--- config.mk ---
export PLATFORM = sky130hd
export DESIGN_NAME = hazard_fwd_unit_flat
export DESIGN_NICKNAME = d
export VERILOG_FILES = /design/src/rtl/hazard_fwd_unit_pkg.sv /design/src/rtl/hazard_fwd_unit_if.sv /design/src/rtl/hazard_fwd_unit_dest_track_stage.sv /design/src/rtl/hazard_fwd_unit.sv /design/src/flat_wrapper.sv
export SDC_FILE = /design/constraint.sdc
export NUM_CORES = 1
export LEC_CHECK = 0
export CAP_MARGIN = 20
export CORE_MARGIN = 3
export CORE_UTILIZATION = 45
export CTS_BUF_LIST = sky130_fd_sc_hd__clkbuf_2 sky130_fd_sc_hd__clkbuf_4 sky130_fd_sc_hd__clkbuf_8
export CTS_CLUSTER_DIAMETER = 80
export DETAILED_ROUTE_END_ITERATION = 16
export MAX_ROUTING_LAYER = met4
export PLACE_DENSITY = 0.78
export SLEW_MARGIN = 25
export SYNTH_ARGS = -nofsm -noshare
export SYNTH_HDL_FRONTEND = slang
export SYNTH_SLANG_ARGS = --single-unit
--- constraint.sdc ---
create_clock -name clk -period 2.2 [get_ports clk]
set_clock_uncertainty 0.1 [all_clocks]
set_input_delay 0.44 -clock clk [delete_from_list [all_inputs] [get_ports clk]]
set_output_delay 0.44 -clock clk [all_outputs]
set_load 0.005 [all_outputs]
--- src/rtl/hazard_fwd_unit_pkg.sv ---
// rtl/hazard_fwd_unit_pkg.sv - shared widths, MIPS opcodes and forward-select codes
package hazard_fwd_unit_pkg;

  localparam int AWIDTH       = 5;
  localparam int OPCODE_WIDTH = 6;

  localparam logic [OPCODE_WIDTH-1:0] RTYPE = 6'h00;
  localparam logic [OPCODE_WIDTH-1:0] BEQ   = 6'h04;
  localparam logic [OPCODE_WIDTH-1:0] ADDI  = 6'h08;
  localparam logic [OPCODE_WIDTH-1:0] ADDIU = 6'h09;
  localparam logic [OPCODE_WIDTH-1:0] SLTI  = 6'h0a;
  localparam logic [OPCODE_WIDTH-1:0] SLTIU = 6'h0b;
  localparam logic [OPCODE_WIDTH-1:0] ANDI  = 6'h0c;
  localparam logic [OPCODE_WIDTH-1:0] ORI   = 6'h0d;
  localparam logic [OPCODE_WIDTH-1:0] LOAD  = 6'h23;
  localparam logic [OPCODE_WIDTH-1:0] STORE = 6'h2b;

  localparam logic [1:0] FWD_RF  = 2'b00;
  localparam logic [1:0] FWD_WB  = 2'b01;
  localparam logic [1:0] FWD_MEM = 2'b10;

endpackage

--- src/rtl/hazard_fwd_unit_if.sv ---
// rtl/hazard_fwd_unit_if.sv - ID-side hazard/forwarding bundle between core and hazard unit
interface hazard_fwd_unit_if
  import hazard_fwd_unit_pkg::*;
#(
  parameter int RAW = AWIDTH,
  parameter int OPW = OPCODE_WIDTH
);

  logic           id_valid;
  logic [OPW-1:0] id_opcode;
  logic [RAW-1:0] id_rs;
  logic [RAW-1:0] id_rt;
  logic           id_uses_rs;
  logic           id_uses_rt;
  logic [RAW-1:0] id_wr_addr;
  logic           flush;
  logic           stall;
  logic [1:0]     fwd_a;
  logic [1:0]     fwd_b;
  logic [RAW-1:0] wb_wr_addr;
  logic           wb_wr_en;

  modport master (
    output id_valid, id_opcode, id_rs, id_rt, id_uses_rs, id_uses_rt, id_wr_addr, flush,
    input  stall, fwd_a, fwd_b, wb_wr_addr, wb_wr_en
  );

  modport slave (
    input  id_valid, id_opcode, id_rs, id_rt, id_uses_rs, id_uses_rt, id_wr_addr, flush,
    output stall, fwd_a, fwd_b, wb_wr_addr, wb_wr_en
  );

endinterface

--- src/rtl/hazard_fwd_unit_dest_track_stage.sv ---
// rtl/hazard_fwd_unit_dest_track_stage.sv - one destination-tracking pipeline stage
module dest_track_stage
  import hazard_fwd_unit_pkg::*;
#(
  parameter int RAW = AWIDTH
) (
  input  logic           clk,
  input  logic           rst_n,
  input  logic           up_valid,
  input  logic [RAW-1:0] up_wr_addr,
  input  logic           up_wr_en,
  input  logic           up_is_load,
  output logic           valid,
  output logic [RAW-1:0] wr_addr,
  output logic           wr_en,
  output logic           is_load
);

  // An invalid upstream slot becomes a fully zeroed bubble so nothing downstream can match it.
  always_ff @(posedge clk or negedge rst_n) begin
    if (!rst_n) begin
      valid   <= 1'b0;
      wr_addr <= '0;
      wr_en   <= 1'b0;
      is_load <= 1'b0;
    end else if (up_valid) begin
      valid   <= 1'b1;
      wr_addr <= up_wr_addr;
      wr_en   <= up_wr_en;
      is_load <= up_is_load;
    end else begin
      valid   <= 1'b0;
      wr_addr <= '0;
      wr_en   <= 1'b0;
      is_load <= 1'b0;
    end
  end

endmodule

--- src/rtl/hazard_fwd_unit.sv ---
// rtl/hazard_fwd_unit.sv - destination tracking, EX operand forwarding and load-use stall
module hazard_fwd_unit
  import hazard_fwd_unit_pkg::*;
#(
  parameter int RAW = AWIDTH,
  parameter int OPW = OPCODE_WIDTH
) (
  input  logic             clk,
  input  logic             rst_n,
  hazard_fwd_unit_if.slave bus
);

  logic           id_writer;
  logic           id_wr_en;
  logic           id_is_load;
  logic           id_adv;
  logic           stall_c;

  logic           ex_valid, mem_valid, wb_valid;
  logic [RAW-1:0] ex_wr_addr, mem_wr_addr, wb_wr_addr;
  logic           ex_wr_en, mem_wr_en, wb_wr_en;
  logic           ex_is_load, mem_is_load, wb_is_load;

  logic [RAW-1:0] ex_rs;
  logic [RAW-1:0] ex_rt;
  logic           ex_uses_rs;
  logic           ex_uses_rt;

  always_comb begin
    id_writer = 1'b0;
    case (bus.id_opcode)
      LOAD, ADDI, ADDIU, SLTI, SLTIU, ANDI, ORI, RTYPE: id_writer = 1'b1;
      default:                                          id_writer = 1'b0;
    endcase
  end

  // A zero destination never writes, which keeps $0 out of every forward and stall match.
  assign id_wr_en   = id_writer && (bus.id_wr_addr != '0);
  assign id_is_load = (bus.id_opcode == LOAD);
  assign id_adv     = bus.id_valid && !bus.flush && !stall_c;

  assign stall_c = bus.id_valid && !bus.flush &&
                   ex_valid && ex_wr_en && ex_is_load &&
                   ((bus.id_uses_rs && (bus.id_rs == ex_wr_addr)) ||
                    (bus.id_uses_rt && (bus.id_rt == ex_wr_addr)));

  dest_track_stage #(.RAW(RAW)) u_ex (
    .clk        (clk),
    .rst_n      (rst_n),
    .up_valid   (id_adv),
    .up_wr_addr (bus.id_wr_addr),
    .up_wr_en   (id_wr_en),
    .up_is_load (id_is_load),
    .valid      (ex_valid),
    .wr_addr    (ex_wr_addr),
    .wr_en      (ex_wr_en),
    .is_load    (ex_is_load)
  );

  dest_track_stage #(.RAW(RAW)) u_mem (
    .clk        (clk),
    .rst_n      (rst_n),
    .up_valid   (ex_valid),
    .up_wr_addr (ex_wr_addr),
    .up_wr_en   (ex_wr_en),
    .up_is_load (ex_is_load),
    .valid      (mem_valid),
    .wr_addr    (mem_wr_addr),
    .wr_en      (mem_wr_en),
    .is_load    (mem_is_load)
  );

  dest_track_stage #(.RAW(RAW)) u_wb (
    .clk        (clk),
    .rst_n      (rst_n),
    .up_valid   (mem_valid),
    .up_wr_addr (mem_wr_addr),
    .up_wr_en   (mem_wr_en),
    .up_is_load (mem_is_load),
    .valid      (wb_valid),
    .wr_addr    (wb_wr_addr),
    .wr_en      (wb_wr_en),
    .is_load    (wb_is_load)
  );

  always_ff @(posedge clk or negedge rst_n) begin
    if (!rst_n) begin
      ex_rs      <= '0;
      ex_rt      <= '0;
      ex_uses_rs <= 1'b0;
      ex_uses_rt <= 1'b0;
    end else if (id_adv) begin
      ex_rs      <= bus.id_rs;
      ex_rt      <= bus.id_rt;
      ex_uses_rs <= bus.id_uses_rs;
      ex_uses_rt <= bus.id_uses_rt;
    end else begin
      ex_rs      <= '0;
      ex_rt      <= '0;
      ex_uses_rs <= 1'b0;
      ex_uses_rt <= 1'b0;
    end
  end

  function automatic logic [1:0] fwd_select(
    input logic           uses,
    input logic [RAW-1:0] src
  );
    if (uses && mem_valid && mem_wr_en && (mem_wr_addr == src))
      return FWD_MEM;
    else if (uses && wb_valid && wb_wr_en && (wb_wr_addr == src))
      return FWD_WB;
    else
      return FWD_RF;
  endfunction

  assign bus.stall      = stall_c;
  assign bus.fwd_a      = fwd_select(ex_uses_rs, ex_rs);
  assign bus.fwd_b      = fwd_select(ex_uses_rt, ex_rt);
  assign bus.wb_wr_addr = wb_wr_addr;
  assign bus.wb_wr_en   = wb_wr_en;

`ifndef SYNTHESIS
  // A load sitting in MEM with its consumer in EX means the stall bubble was lost.
  always_ff @(posedge clk) begin
    if (rst_n) begin
      assert (!(ex_valid && mem_valid && mem_wr_en && mem_is_load &&
                ((ex_uses_rs && (mem_wr_addr == ex_rs)) ||
                 (ex_uses_rt && (mem_wr_addr == ex_rt)))));
      assert (ex_valid  || (!ex_wr_en  && !ex_is_load  && (ex_wr_addr  == '0)));
      assert (mem_valid || (!mem_wr_en && !mem_is_load && (mem_wr_addr == '0)));
      assert (wb_valid  || (!wb_wr_en  && !wb_is_load  && (wb_wr_addr  == '0)));
    end
  end
`endif

endmodule

--- src/flat_wrapper.sv ---
// flat-port wrapper written by rule: the top's interface ports become plain ports
module hazard_fwd_unit_flat import hazard_fwd_unit_pkg::*;
#(
  parameter int RAW = AWIDTH,
  parameter int OPW = OPCODE_WIDTH
)
  (clk, rst_n, bus_id_valid, bus_id_opcode, bus_id_rs, bus_id_rt, bus_id_uses_rs, bus_id_uses_rt, bus_id_wr_addr, bus_flush, bus_stall, bus_fwd_a, bus_fwd_b, bus_wb_wr_addr, bus_wb_wr_en);
  hazard_fwd_unit_if #(.RAW(RAW), .OPW(OPW)) bus_i ();
  input  logic clk;
  input  logic rst_n;
  input wire logic [$bits(bus_i.id_valid)-1:0] bus_id_valid;
  input wire logic [$bits(bus_i.id_opcode)-1:0] bus_id_opcode;
  input wire logic [$bits(bus_i.id_rs)-1:0] bus_id_rs;
  input wire logic [$bits(bus_i.id_rt)-1:0] bus_id_rt;
  input wire logic [$bits(bus_i.id_uses_rs)-1:0] bus_id_uses_rs;
  input wire logic [$bits(bus_i.id_uses_rt)-1:0] bus_id_uses_rt;
  input wire logic [$bits(bus_i.id_wr_addr)-1:0] bus_id_wr_addr;
  input wire logic [$bits(bus_i.flush)-1:0] bus_flush;
  output wire logic [$bits(bus_i.stall)-1:0] bus_stall;
  output wire logic [$bits(bus_i.fwd_a)-1:0] bus_fwd_a;
  output wire logic [$bits(bus_i.fwd_b)-1:0] bus_fwd_b;
  output wire logic [$bits(bus_i.wb_wr_addr)-1:0] bus_wb_wr_addr;
  output wire logic [$bits(bus_i.wb_wr_en)-1:0] bus_wb_wr_en;
  assign bus_i.id_valid = bus_id_valid;
  assign bus_i.id_opcode = bus_id_opcode;
  assign bus_i.id_rs = bus_id_rs;
  assign bus_i.id_rt = bus_id_rt;
  assign bus_i.id_uses_rs = bus_id_uses_rs;
  assign bus_i.id_uses_rt = bus_id_uses_rt;
  assign bus_i.id_wr_addr = bus_id_wr_addr;
  assign bus_i.flush = bus_flush;
  assign bus_stall = bus_i.stall;
  assign bus_fwd_a = bus_i.fwd_a;
  assign bus_fwd_b = bus_i.fwd_b;
  assign bus_wb_wr_addr = bus_i.wb_wr_addr;
  assign bus_wb_wr_en = bus_i.wb_wr_en;
  hazard_fwd_unit #(.RAW(RAW), .OPW(OPW)) u_core (.clk(clk), .rst_n(rst_n), .bus(bus_i));
endmodule
==> run summary, run 1 <==
Unique masters post-synth: 24
First-pass GRT wire length: 5050 um
Vias in the first global route: 1,152
WP buf/inv: 2
1st-pass router iterations: 4
Final #Nets: 204
Cells after DPL: 210
Slowest cell on crit path: dfrtp_2
Critical R2R Launch: u_core.u_ex.wr_addr[4]
Total Wirelength: 3230 um
CTS max path bufs: 2
Remaining routing DRC violations: 0
Power Density: 601 nW/um^2
N_diodes: 0
Die width: 64.8 um
IO Pins: 38
Fraction of layout instances using a drive strength above 1: 0.215
Sequential area share after synthesis: 0.547
Vias per cell: 4.96
Reg2Reg Setup Slack: 0.42 ns
Max Cap Violations: 0
Fin Setup TNS: 0 ns
Die Ht: 64.8 um
Number of routed nets with antenna violations: 0
Area Growth Syn to Fin: 35.2%
Hold_ws: 0.350 ns
Max-slew violations: 0
Reg clk slew, reported paths: 0.10 ns
Routability congestion estimate: 0.849
Worst Setup Start Kind: register
Crit path DAT: 1.64 ns
Post-Layout Cell Count: 221
Worst slew pin tran: 0.412 ns
Effective utilization at floorplan: 0.490
Final number of setup-violating endpoints: 0
Initial antenna violation count: 0
Cell Area, Synth: 1560 um^2
Mean area per synthesized cell: 12.3 um^2
Ys Warns: 0
CP peak stage delay: 0.46 ns
Synth Register Bits: 34
Pre-CTS setup slack: -0.503 ns
CTS tree: yes
Wirelength per Cell: 14.6 um
Synthesized net count: 154
Kind of critical path: reg -> out
CTS H-Tree Depth: 2
TritonCTS Buffers: 5
Congestion Overflow GR: 0
Crit path cell chain: xor2_1, nor4_1, and4_1, a41oi_2, inv_1, buf_2
DIE AREA: 4200 um^2
WP data required: 1.66 ns
FP Rows: 20
Tot GR Track Use: 0.165
Achievable frequency: 0.458 GHz
Setup ws final: 0.0183 ns
Hold Crit Class: in -> reg
CP max FO: 3
Sink Count: 34
CP top delay family: simple AND/OR/NAND/NOR gates
Status: completed
Clock root cell: clkbuf_4
Largest net degree at the start of global routing: 35
HP Start: bus_id_rt[0]
Relative slew slack: 0.725
Worst Setup SP: u_core.u_ex.wr_addr[4]
Period utilization: 0.992
Hold Vio Cnt, Final: 0
Critical Path End Type: output port
First DRT Iteration DRCs: 13
Final period demand of the worst path: 2.18 ns
Commonest non-fill, non-tap cells in the layout: dfrtp_1 (33), clkdlybuf4s50_1 (23), and3_1 (17)
DR vias: 1,097
Port bufs: 37
Worst skew pair latency: 0.32 ns
Most common cell after layout, fill and taps aside: dfrtp_1
RSZ-0062 raised after global routing: yes
Static Leak: 1.06 nW
Mapped Cells: 127
HPWL Detailed: 2420 um
CORE AREA: 3180 um^2
Worst vdd ir: 0.395 mV
==> state kept, by name, summed over array words and instances (netlist names), 5 cells and up <==
| name | cells |
|---|---|
| u_core.ex_rs | 5 |
| u_core.ex_rt | 5 |
| u_core.u_ex.wr_addr | 5 |
| u_core.u_mem.wr_addr | 5 |
| u_core.u_wb.wr_addr | 5 |
==> synth_stat cells <==
cell,instances,area [um^2]
and2_4,1,8.76
dfrtp_1,34,851
a21boi_0,1,7.51
xnor2_1,14,123
and4_1,3,26.3
a41oi_2,1,16.3
and3_4,1,11.3
a211oi_1,1,7.51
nor4_1,3,18.8
o21ai_0,1,5.00
nor4_4,1,21.3
nor3_1,5,25.0
and3_1,17,106
nor2_1,3,11.3
and2_1,7,43.8
nand2b_1,1,6.26
inv_1,1,3.75
clkbuf_1,1,3.75
and2_2,6,45.0
buf_6,2,22.5
and3_2,1,7.51
nand4_1,5,31.3
xor2_1,16,140
nor2b_4,1,13.8
==> layer usage <==
layer | vias to the layer above | part of all wire | global-route usage
li1 | 533 | - | -
met1 | 519 | 0.40 | 0.175
met2 | 42 | 0.53 | 0.299
met3 | 3 | 0.063 | 0.0399
met4 | 0 | 0.0074 | 0.0554
met5 | - | 0 | -
==> report_power, final <==
| part | internal (mW) | switching (mW) | total (mW) |
|---|---|---|---|
| registers | 0.642 | 0.0162 | 0.658 |
| clock network | 0.265 | 0.202 | 0.467 |
| logic | 0.0795 | 0.0610 | 0.141 |
| total | 0.986 | 0.279 | 1.27 |
==> final cells by class <==
cell class,instances,area (um^2)
clock buffers,6,51.3
repair buffers,46,409
flip-flops and latches,34,852
inverters,1,3.75
clock inverters,1,30.0
well taps,44,55.1
fillers,272,1070
multi-input cells,89,703
==> stage by stage <==
step                utilization  cell area (um^2)  power [mW]
floorplan                     -              1560       0.721
global placement          0.627              1990       0.804
detailed placement        0.627              1990       0.808
CTS                       0.656              2080        1.27
global route              0.662              2100        1.31
finish                    0.662              2100        1.27
==> worst paths after layout <==
| kind | to | cells past startpoint |
|---|---|---|
| worst min-delay path | u_core.ex_rt[0] | 2 |
| worst max register to register | u_core.u_ex.wr_addr[4] | 6 |
| worst max-delay path | bus_stall | 6 |
| worst min register to register | u_core.u_mem.wr_en | 1 |
| max in group asynchronous | u_core.u_ex.wr_addr[4] | 2 |
| min in group asynchronous | u_core.u_wb.wr_addr[4] | 2 |
==> worst register-to-register path, stage by stage, from the launching register on <==
cell and delay, ns:
dfrtp_2 0.46, xor2_1 0.15, nor4_1 0.23, and4_1 0.24, a41oi_2 0.05, buf_4 0.22, and3_2 0.22
==> cell families (layout without fill, tap and decap cells) <==
kind of cell,after synthesis,after routing,share of synthesized area
AND/OR/NAND/NOR,55,55,0.242
AO/OA/AOI/OAI,4,4,0.0233
flip-flops,34,34,0.547
XOR/XNOR,30,30,0.169
buffers and inverters,4,54,0.0193
==> timing repair <==
action	4_1_cts	5_1_grt
endpoints found under the setup margin	5	4
hold buffers	0	0
gates resized for setup	30	4
buffers inserted	2	2
pin swaps	11	8
No activity file was read; power rests on OpenSTA's default activity.
==> inputs of run 2 (changes only) <==
--- a/config.mk
+++ b/config.mk
@@ -13,7 +13,7 @@
 export DETAILED_ROUTE_END_ITERATION = 16
 export MAX_ROUTING_LAYER = met4
 export PLACE_DENSITY = 0.78
-export SLEW_MARGIN = 25
+export SLEW_MARGIN = 30
 export SYNTH_ARGS = -nofsm -noshare
 export SYNTH_HDL_FRONTEND = slang
 export SYNTH_SLANG_ARGS = --single-unit
==> results of run 2 <==
The final DEF is identical to that of run 1; final timing and power are the same.
==> inputs of run 3 (changes only) <==
--- a/config.mk
+++ b/config.mk
@@ -9,7 +9,6 @@
 export CORE_MARGIN = 3
 export CORE_UTILIZATION = 45
 export CTS_BUF_LIST = sky130_fd_sc_hd__clkbuf_2 sky130_fd_sc_hd__clkbuf_4 sky130_fd_sc_hd__clkbuf_8
-export CTS_CLUSTER_DIAMETER = 80
 export DETAILED_ROUTE_END_ITERATION = 16
 export MAX_ROUTING_LAYER = met4
 export PLACE_DENSITY = 0.78
==> results of run 3 <==
The final DEF is identical to that of run 1; final timing and power are the same.
